$ cat config.mk
export PLATFORM = sky130hd
export DESIGN_NAME = fetch_stage
export DESIGN_NICKNAME = d
export VERILOG_FILES = /design/src/rtl/fetch_stage_pkg.sv /design/src/rtl/fetch_stage_if_id_register.sv /design/src/rtl/fetch_stage.sv
export SDC_FILE = /design/constraint.sdc
export NUM_CORES = 1
export LEC_CHECK = 0
export CORE_MARGIN = 2
export CORE_UTILIZATION = 49
export CTS_CLUSTER_SIZE = 20
export DETAILED_ROUTE_END_ITERATION = 8
export PLACE_DENSITY = 0.86
export SLEW_MARGIN = 20
export SYNTH_ARGS = -nofsm -noshare
export SYNTH_HDL_FRONTEND = slang
export SYNTH_HIERARCHICAL = 1
export SYNTH_SLANG_ARGS = --single-unit
$ cat constraint.sdc
create_clock -name clk -period 3 [get_ports clk]
set_clock_uncertainty 0.2 [all_clocks]
set_input_delay 0.6 -clock clk [delete_from_list [all_inputs] [get_ports clk]]
set_output_delay 0.6 -clock clk [all_outputs]
set_load 0.05 [all_outputs]
$ cat src/rtl/fetch_stage_pkg.sv
// Shared types and constants for the instruction fetch stage.
package fetch_stage_pkg;

  localparam int unsigned INSTR_WIDTH     = 32;
  localparam int unsigned PC_STEP_DEFAULT = 4;
  localparam logic [INSTR_WIDTH-1:0] NOP_INSTR = 32'h0000_0000;

  typedef enum logic [1:0] {
    FETCH = 2'd0,
    WAIT  = 2'd1,
    HOLD  = 2'd2
  } fetch_state_e;

endpackage

$ cat src/rtl/fetch_stage_if_id_register.sv
// IF/ID pipeline register: load a new instruction, hold it, or flush to a bubble.
module fetch_stage_if_id_register
  import fetch_stage_pkg::*;
#(
  parameter int unsigned ADDR_WIDTH = 32
) (
  input  logic                   clk,
  input  logic                   reset,
  input  logic                   load,
  input  logic                   flush,
  input  logic [INSTR_WIDTH-1:0] instruction_d,
  input  logic [ADDR_WIDTH-1:0]  pc_plus4_d,
  output logic [INSTR_WIDTH-1:0] instruction,
  output logic [ADDR_WIDTH-1:0]  pc_plus4,
  output logic                   valid
);

  // Flush wins over load so a redirect never lets a wrong-path word through.
  always_ff @(posedge clk) begin
    if (reset || flush) begin
      instruction <= NOP_INSTR;
      pc_plus4    <= '0;
      valid       <= 1'b0;
    end else if (load) begin
      instruction <= instruction_d;
      pc_plus4    <= pc_plus4_d;
      valid       <= 1'b1;
    end
  end

endmodule

$ cat src/rtl/fetch_stage.sv
// Instruction fetch stage: owns the PC, issues single-outstanding fetches and feeds IF/ID.
module fetch_stage
  import fetch_stage_pkg::*;
#(
  parameter int unsigned           ADDR_WIDTH = 32,
  parameter logic [ADDR_WIDTH-1:0] RESET_PC   = '0,
  parameter int unsigned           PC_STEP    = PC_STEP_DEFAULT
) (
  input  logic                   clk,
  input  logic                   reset,
  output logic                   imem_req,
  output logic [ADDR_WIDTH-1:0]  imem_addr,
  input  logic                   imem_ready,
  input  logic                   imem_rvalid,
  input  logic [INSTR_WIDTH-1:0] imem_rdata,
  input  logic                   stall,
  input  logic                   branch_taken,
  input  logic [ADDR_WIDTH-1:0]  branch_target,
  output logic [INSTR_WIDTH-1:0] if_id_instruction,
  output logic [ADDR_WIDTH-1:0]  if_id_pc_plus4,
  output logic                   if_id_valid
);

  fetch_state_e           state, state_n;
  logic [ADDR_WIDTH-1:0]  pc, pc_n, pc_next;
  logic                   discard, discard_n;
  logic [INSTR_WIDTH-1:0] skid, skid_n;
  logic                   accept_c;
  logic                   load_c;
  logic                   flush_c;
  logic [INSTR_WIDTH-1:0] load_instr_c;

  assign imem_req  = (state == FETCH) && !reset;
  assign imem_addr = pc;
  assign accept_c  = imem_req && imem_ready;
  assign pc_next   = pc + ADDR_WIDTH'(PC_STEP);

  // Next-state decode; a branch overrides stall and every other event.
  always_comb begin
    state_n      = state;
    pc_n         = pc;
    discard_n    = discard;
    skid_n       = skid;
    load_c       = 1'b0;
    load_instr_c = imem_rdata;
    if (branch_taken) begin
      pc_n   = branch_target;
      skid_n = NOP_INSTR;
      case (state)
        FETCH: begin
          if (accept_c) begin
            state_n   = WAIT;
            discard_n = 1'b1;
          end else begin
            discard_n = discard && !imem_rvalid;
          end
        end
        WAIT: begin
          if (imem_rvalid) begin
            state_n   = FETCH;
            discard_n = 1'b0;
          end else begin
            discard_n = 1'b1;
          end
        end
        default: state_n = FETCH;
      endcase
    end else begin
      case (state)
        FETCH: begin
          // A stale response left over from a reset may land here; it retires the discard.
          discard_n = discard && !imem_rvalid;
          if (accept_c) state_n = WAIT;
        end
        WAIT: begin
          if (imem_rvalid) begin
            if (discard) begin
              discard_n = 1'b0;
              state_n   = FETCH;
            end else if (!stall) begin
              load_c  = 1'b1;
              pc_n    = pc_next;
              state_n = FETCH;
            end else begin
              skid_n  = imem_rdata;
              state_n = HOLD;
            end
          end
        end
        HOLD: begin
          if (!stall) begin
            load_c       = 1'b1;
            load_instr_c = skid;
            pc_n         = pc_next;
            state_n      = FETCH;
          end
        end
        default: state_n = FETCH;
      endcase
    end
  end

  // Without a stall, IF/ID takes a bubble unless a fresh word is loaded.
  assign flush_c = branch_taken || (!stall && !load_c);

  // An abandoned in-flight request must have its late response dropped after reset.
  always_ff @(posedge clk) begin
    if (reset) begin
      state   <= FETCH;
      pc      <= RESET_PC;
      discard <= (discard || (state == WAIT)) && !imem_rvalid;
      skid    <= NOP_INSTR;
    end else begin
      state   <= state_n;
      pc      <= pc_n;
      discard <= discard_n;
      skid    <= skid_n;
    end
  end

  fetch_stage_if_id_register #(
    .ADDR_WIDTH(ADDR_WIDTH)
  ) u_if_id (
    .clk          (clk),
    .reset        (reset),
    .load         (load_c),
    .flush        (flush_c),
    .instruction_d(load_instr_c),
    .pc_plus4_d   (pc_next),
    .instruction  (if_id_instruction),
    .pc_plus4     (if_id_pc_plus4),
    .valid        (if_id_valid)
  );

  a_rvalid_only_when_expected : assert property (
    @(posedge clk) disable iff (reset) imem_rvalid |-> (state == WAIT || discard));

endmodule

Word-level counts from Yosys, hierarchy flattened
Cells that the tools add are included.
{"block": "totals", "inputBits": 70, "elab_cells": 65, "ram_bits": 0, "latchBits": 0, "romBits": 0, "register_bits": 132, "n_memories": 0}
{"block": "classes", "shift": 0, "mul": 0, "muxes": 29, "n_div": 0, "n_addsub": 1, "magnitude_cmp": 0, "bitwise_logic": 1, "reduce_logical": 20, "eq_ne": 7}
{"cell": "$mux 32", "n": 7}
{"cell": "$pmux 32 s2", "n": 1}
{"cell": "$add 32x3->32 const B", "n": 1}
{"cell": "$mux 2", "n": 7}
{"cell": "$mux 1", "n": 9}
{"cell": "$ne 3x3->1 const B", "n": 3}
{"cell": "$pmux 1 s2", "n": 3}
{"cell": "$pmux 2 s3", "n": 1}
{"cell": "$reduce_and 3->1", "n": 2}
{"cell": "$reduce_bool 3->1", "n": 2}
{"cell": "$logic_and 1x1->1", "n": 5}
{"cell": "$logic_not 1->1", "n": 4}
{"cell": "$ne 4x4->1 const B", "n": 1}
{"cell": "$pmux 2 s2", "n": 1}
{"cell": "$reduce_and 2->1", "n": 2}
{"cell": "$logic_or 1x1->1", "n": 3}
{"cell": "$eq 2x1->1 const B", "n": 1}
{"cell": "$eq 2x2->1 const B", "n": 1}
{"cell": "$logic_not 2->1", "n": 1}
{"cell": "$ne 2x2->1 const B", "n": 1}
{"cell": "$reduce_or 2->1", "n": 1}
{"cell": "$not 1->1", "n": 1}

Depth between registers and ports, before layout
Gate-level depths: netlist of the first run.
{"block": "depth", "ltp_word": 9, "mapped_depth": 9, "ltp_nobuf": 7}

Cells and area by module
Netlist of the first run, hierarchy kept.
{"mod": "fetch_stage", "n_inst": 1, "area_each_um2": 4073.9, "seq_area_each_um2": 1351.3, "cells_per_inst": 515}
{"mod": "fetch_stage_if_id_register", "n_inst": 1, "area_each_um2": 2339.7, "seq_area_each_um2": 1301.2, "cells_per_inst": 210}

Worst setup path after synthesis of the first run
No wires, ideal clock.
{"block": "synth_timing", "path_type": "register to register", "from": "reg pc[6] (netlist: imem_addr[6])", "to": "reg pc[28] (netlist: imem_addr[28])", "n_path_buf": 2, "required_ps": 2709, "stages_incl_launch_ff": 7, "t_arrival_ps": 2398, "setup_slack_ps": 311, "setup_time_ps": 91, "cell_sequence": "dfxtp_1 > buf_4 > nand4_1 > or4_1 > clkbuf_1 > or4_1 > a311oi_1"}
{"block": "synth_via", "elab_chain_cells": 6}
{"element": "start: declaration", "line_no": "fetch_stage.sv:25", "rtl": "logic [ADDR_WIDTH-1:0] pc, pc_n, pc_next;"}
{"element": "start signal: assignment", "line_no": "fetch_stage.sv:115", "rtl": "pc <= pc_n;"}
{"element": "$add 32x3->32 *", "line_no": "fetch_stage.sv:36", "rtl": "assign pc_next = pc + ADDR_WIDTH'(PC_STEP);"}
{"element": "$mux 32 *", "line_no": "fetch_stage.sv:80, fetch_stage.sv:91"}
{"element": "$mux 32", "line_no": "fetch_stage.sv:77", "rtl": "if (discard) begin"}
{"element": "$mux 32", "line_no": "fetch_stage.sv:76", "rtl": "if (imem_rvalid) begin"}
{"element": "$pmux 32 s2 *", "line_no": "fetch_stage.sv:69", "rtl": "case (state)"}
{"element": "$mux 32 *", "line_no": "fetch_stage.sv:46", "rtl": "if (branch_taken) begin"}
Every way passes the cells marked *; elsewhere a longest branch is shown, timed or not. The select of a mux whose other input is x is not followed.
A chain may end at the register's enable or synchronous reset.

Worst setup path after layout of the first run
{"block": "layout_timing", "from": "reg pc[2] (netlist: imem_addr[2])", "to": "reg pc[20] (netlist: imem_addr[20])"}
The elaborated chain is that of the path after synthesis.

==> flow_summary.json, run 1 <==
{
  "cts_resized": 0,
  "netlist_instances": 725,
  "seq_area_mm2": 0.00265,
  "grt_use_total": 0.253,
  "drt-pass1-iter-count": 5,
  "async_flop_share": 0,
  "grtUsageMet3": 0.0618,
  "synth_enable_flop_cells": 1,
  "syn_avg_cell_area_um2": 8.85,
  "ys_seq_area_frac": 0.414,
  "layout-drive-gt1-share": 0.102,
  "multi_input_area_mm2": 0.00340,
  "rows": 41,
  "portBuffers": 167,
  "mostFrequentLayoutCells": "clkdlybuf4s50_1 (166), dfxtp_1 (131), nor2_1 (113), nand2_1 (84), mux2i_1 (66)",
  "leakagePower_nw": 2.91,
  "ys_warn_count": 6,
  "layout.nets": 948,
  "final-hold-violation-count": 0,
  "grt_pass1_wl_mm": 28.8,
  "hold_buffers": 0,
  "viasPerCell": 5.58,
  "synth_fa_ha_area_frac": 0.00780,
  "p_total_mw": 4.59,
  "die_h_um": 118,
  "design.portCount": 168,
  "finalMaxSlewViolations": 0,
  "use_met1": 0.324,
  "busiest_layer": "met2",
  "pwr_density_cell_mw_per_mm2": 521,
  "ys_seq_elements": 132,
  "setup_viol": 0,
  "holdCritPathClass": "reg -> reg",
  "htreeDepth": 4,
  "grt_setup_unrepaired": "no",
  "antenna_found_initial": 0,
  "irDropWorstVdd_v": 0.000259,
  "syn2layout_area_growth_pct": 37.4,
  "dieArea_mm2": 0.0140,
  "first_iter_violations": 517,
  "fin_crit_ns": 2.75,
  "arrival_ns": 2.87,
  "worstPathRequired_ns": 3.12,
  "cts_buffer_depth": 2,
  "layout_commonest_cell": "clkdlybuf4s50_1",
  "min_period_over_period": 0.917,
  "synth_xor_area_frac": 0.0464,
  "drt-total-wl_mm": 17.8,
  "core_mm2": 0.0127,
  "synth_ff_type": "dfxtp_1",
  "max_cap_viol_count": 0,
  "path_clk_slew_ns": 0.06,
  "finalInstanceArea_mm2": 0.00881,
  "cp-start-kind": "register",
  "cts_sinks": 132,
  "critPathKind": "reg -> reg",
  "insertion_delay_ns": 0.42,
  "die_w_um": 118,
  "fmax_mhz": 364,
  "post_dp_cell_area_mm2": 0.00819,
  "maxSlewHeadroom": 0.572,
  "fillers": 1012,
  "path_max_fanout": 16,
  "synth_cell_type_count": 53,
  "n_antenna_cell": 0,
  "detail-route-antenna-nets": 0,
  "post-cts-setup-buffer-count": 0,
  "end_kind": "register",
  "status": "finished, final reports clean",
  "tns_ns": 0,
  "grt_use_met2": 0.413,
  "post-dp-hpwl_mm": 12.0,
  "syn_nets": 799,
  "synthSimpleGateAreaFrac": 0.197,
  "start_util": 0.504,
  "numCtsBuffers": 17,
  "num_vias": 5896,
  "grt.overflow.total": 0,
  "place_congestion": 0.835,
  "synth_mux_area_frac": 0.159,
  "synth_compound_area_frac": 0.119,
  "synthesis.area_mm2": 0.00641,
  "worst_slew_pin_slew_ns": 0.637,
  "wire_per_inst_um": 16.9,
  "cts_tree": "done",
  "drcViolationCount": 0,
  "clock-root-buffer": "clkbuf_16",
  "grt_pass1_vias": 5726,
  "synth_top_family_by_area": "simple AND/OR/NAND/NOR gates",
  "grt_max_degree": 66,
  "final_util": 0.692
}
-- layout make-up --
| type | instances | area share |
|---|---|---|
| Multi-Input combinational cell | 522 | 0.386 |
| Sequential cell | 132 | 0.301 |
| Timing Repair Buffer | 190 | 0.213 |
| Clock buffer | 22 | 0.0538 |
| Tap cell | 172 | 0.0244 |
| Clock inverter | 8 | 0.0169 |
| Inverter | 11 | 0.00469 |
-- power by group --
group,switching [mW],internal [mW]
Sequential,0.0593,1.80
Clock,0.750,1.45
Combinational,0.296,0.239
Total,1.11,3.48
-- state kept, by name, indices dropped and copies added (netlist names) --
name,count
u_if_id/instruction,32
skid,32
u_if_id/valid,1
discard,1
imem_addr,32
u_if_id/pc_plus4,32
state,2
-- kinds of logic after synthesis --
kind of cell,Yosys count
adder cells (fa/ha/maj),4
AND/OR/NAND/NOR,276
AO/OA/AOI/OAI,110
multiplexers,98
buffers and inverters,71
flip-flops,132
XOR/XNOR,34
-- worst paths after layout --
kind	start	to	slack [ns]	cells past startpoint
setup / recovery	imem_addr[2]	imem_addr[20]	0.25	5
setup reg to reg	imem_addr[2]	imem_addr[20]	0.25	5
hold / removal	skid[11]	skid[11]	0.25	2
hold reg to reg	skid[11]	skid[11]	0.25	2
-- per-stage QoR --
| stage | hold WS, ns | setup slack, ns | std cells |
|---|---|---|---|
| after floorplan | 0.233 | 0.311 | 725 |
| after global placement | 0.238 | 0.243 | 1027 |
| after detailed placement | 0.243 | 0.232 | 1027 |
| after CTS | 0.251 | 0.272 | 1057 |
| after global routing | 0.267 | 0.0946 | 1057 |
| final | 0.251 | 0.249 | 1057 |
-- synthesized netlist by cell type (10+ instances only) --
library cell	number	share of area
mux2i_1	66	0.10
nand4_1	12	0.012
clkbuf_1	38	0.022
dfxtp_1	131	0.41
xor2_1	16	0.022
inv_1	10	0.0059
mux2_2	32	0.056
nor2_1	113	0.066
nand3_1	10	0.0078
a311oi_1	17	0.023
nand2_1	84	0.049
xnor2_1	18	0.025
or4_1	10	0.012
buf_6	12	0.021
a21oi_1	39	0.030
o31ai_1	10	0.012
a211oi_1	13	0.015
-- routing by layer --
| layer | routed length, um | up-vias |
|---|---|---|
| met5 | 0 | - |
| met4 | 312 | 0 |
| met3 | 1270 | 34 |
| met2 | 8420 | 234 |
| met1 | 7830 | 2786 |
| li1 | - | 2842 |
-- critical path: stages (launching register included) --
cell	delay, ns
dfxtp_1	0.44
ha_1	0.31
nand4_1	0.12
or4_1	0.71
or4_1	0.57
a311oi_1	0.29
Power figures use the tool's default switching activity.
==> run 2: changes to the inputs <==
--- a/config.mk
+++ b/config.mk
@@ -5,11 +5,12 @@
 export SDC_FILE = /design/constraint.sdc
 export NUM_CORES = 1
 export LEC_CHECK = 0
+export CAP_MARGIN = 40
 export CORE_MARGIN = 2
-export CORE_UTILIZATION = 49
+export CORE_UTILIZATION = 44
 export CTS_CLUSTER_SIZE = 20
 export DETAILED_ROUTE_END_ITERATION = 8
-export PLACE_DENSITY = 0.86
+export PLACE_DENSITY = 0.84
 export SLEW_MARGIN = 20
 export SYNTH_ARGS = -nofsm -noshare
 export SYNTH_HDL_FRONTEND = slang
==> constraint.sdc (replaced) <==
create_clock -name clk -period 2.4 [get_ports clk]
set_clock_uncertainty 0.2 [all_clocks]
set_input_delay 0.48 -clock clk [delete_from_list [all_inputs] [get_ports clk]]
set_output_delay 0.48 -clock clk [all_outputs]
set_load 0.05 [all_outputs]
==> run 2 against run 1 <==
Flip-flop and latch count stayed put. First-iteration DRC count down 0.39%. Sequential share of layout area fell by 0.68 points. Utilization shrank 5.8 points. Sequential power up 24%.
==> flow_summary.json, run 2 (synthesized netlist as in run 1, its figures left out) <==
{
  "status": "finished, final reports clean",
  "drt-pass1-iter-count": 5,
  "core_mm2": 0.0144,
  "drcViolationCount": 0,
  "place_congestion": 0.848,
  "layout-drive-gt1-share": 0.163,
  "final-hold-violation-count": 0,
  "detail-route-antenna-nets": 0,
  "fmax_mhz": 424,
  "insertion_delay_ns": 0.42,
  "cts_buffer_depth": 2,
  "irDropWorstVdd_v": 0.000461,
  "mostFrequentLayoutCells": "clkdlybuf4s50_1 (143), dfxtp_1 (114), nor2_1 (113), nand2_1 (84), mux2i_1 (66)",
  "design.portCount": 168,
  "dieArea_mm2": 0.0156,
  "numCtsBuffers": 17,
  "first_iter_violations": 515,
  "min_period_over_period": 0.982,
  "viasPerCell": 5.46,
  "path_clk_slew_ns": 0.06,
  "cp-start-kind": "register",
  "num_vias": 6018,
  "layout.nets": 980,
  "setup_slack_ns": 0.0437,
  "maxSlewHeadroom": 0.621,
  "path_max_fanout": 5,
  "rows": 44,
  "leakagePower_nw": 3.23,
  "grt_use_total": 0.236,
  "clock-root-buffer": "clkbuf_16",
  "grt_setup_unrepaired": "no",
  "die_w_um": 125,
  "arrival_ns": 1.68,
  "worst_slew_pin_slew_ns": 0.567,
  "end_kind": "output port",
  "antenna_found_initial": 0,
  "worstPathRequired_ns": 1.72,
  "wire_per_inst_um": 16.8,
  "cts_tree": "done",
  "grt_pass1_wl_mm": 30.0,
  "syn2layout_area_growth_pct": 42.2,
  "post-dp-hpwl_mm": 12.4,
  "die_h_um": 125,
  "fin_crit_ns": 2.36,
  "tns_ns": 0,
  "layout_commonest_cell": "clkdlybuf4s50_1",
  "grt.overflow.total": 0,
  "n_antenna_cell": 0,
  "setup_viol": 0,
  "grt_pass1_vias": 5998,
  "drt-total-wl_mm": 18.5,
  "start_util": 0.446,
  "critPathKind": "reg -> out",
  "cts_sinks": 132,
  "pwr_density_cell_mw_per_mm2": 600,
  "post-cts-setup-buffer-count": 0,
  "grt_max_degree": 42,
  "place_ws_ns": -0.209,
  "final_util": 0.635,
  "holdWs_ns": 0.254,
  "max_cap_viol_count": 0,
  "htreeDepth": 4,
  "portBuffers": 167,
  "finalMaxSlewViolations": 0,
  "holdCritPathClass": "reg -> reg",
  "hold_buffers": 0
}
-- run 2: per-layer routing --
| metal | wire length, um | vias up | track usage | part of all wire |
|---|---|---|---|---|
| met4 | 304 | 0 | 0.0720 | 0.016 |
| li1 | - | 2911 | - | - |
| met2 | 8750 | 249 | 0.394 | 0.47 |
| met5 | 0 | - | 0 | 0 |
| met1 | 7710 | 2830 | 0.287 | 0.42 |
| met3 | 1720 | 28 | 0.0825 | 0.093 |
-- run 2: worst paths after layout --
| check | startpoint | to | slack, ns | cells after the start |
|---|---|---|---|---|
| worst max-delay path | imem_addr[9] | imem_addr[9] | 0.04 | 2 |
| worst min-delay path | skid[2] | skid[2] | 0.25 | 2 |
| worst max register to register | imem_addr[3] | imem_addr[22] | 0.15 | 5 |
| worst min register to register | skid[2] | skid[2] | 0.25 | 2 |
-- run 2: worst max-delay path: stages (launching register included) --
cell	delay, ns
dfxtp_2	0.33
buf_4	0.13
clkdlybuf4s50_1	0.80
-- run 2: repair_timing --
| action | in CTS | in global routing |
|---|---|---|
| endpoints found under the setup margin | 10 | 22 |
| resized for setup | 10 | 12 |
| pin swaps | 0 | 1 |
-- run 2: final cells by class --
class | count | area [um2]
clock buffers | 20 | 457
flip-flops and latches | 132 | 2680
well taps | 184 | 230
clock inverters | 12 | 106
fillers | 1158 | 5250
repair buffers | 222 | 2190
inverters | 11 | 41.3
multi-input cells | 522 | 3410
-- run 2: through the flow --
stage | power, mW | cells | instance area (um2)
final | 5.47 | 1103 | 9120
after global placement | 3.06 | 1071 | 8540
after detailed placement | 3.07 | 1071 | 8540
after floorplan | 2.74 | 725 | 6450
after CTS | 5.51 | 1103 | 9090
after global routing | 5.70 | 1103 | 9120
-- run 2: where the power goes --
part	internal, mW	total, mW	switching, mW
clock network	1.47	2.45	0.976
logic	0.321	0.720	0.399
registers	2.25	2.30	0.0572
==> run 3: changes to the inputs <==
--- a/config.mk
+++ b/config.mk
@@ -11,7 +11,7 @@
 export CTS_CLUSTER_SIZE = 20
 export DETAILED_ROUTE_END_ITERATION = 8
 export PLACE_DENSITY = 0.84
-export SLEW_MARGIN = 20
+export SLEW_MARGIN = 10
 export SYNTH_ARGS = -nofsm -noshare
 export SYNTH_HDL_FRONTEND = slang
 export SYNTH_HIERARCHICAL = 1
==> results of run 3 <==
The final DEF is identical to that of run 2; final timing and power are the same.
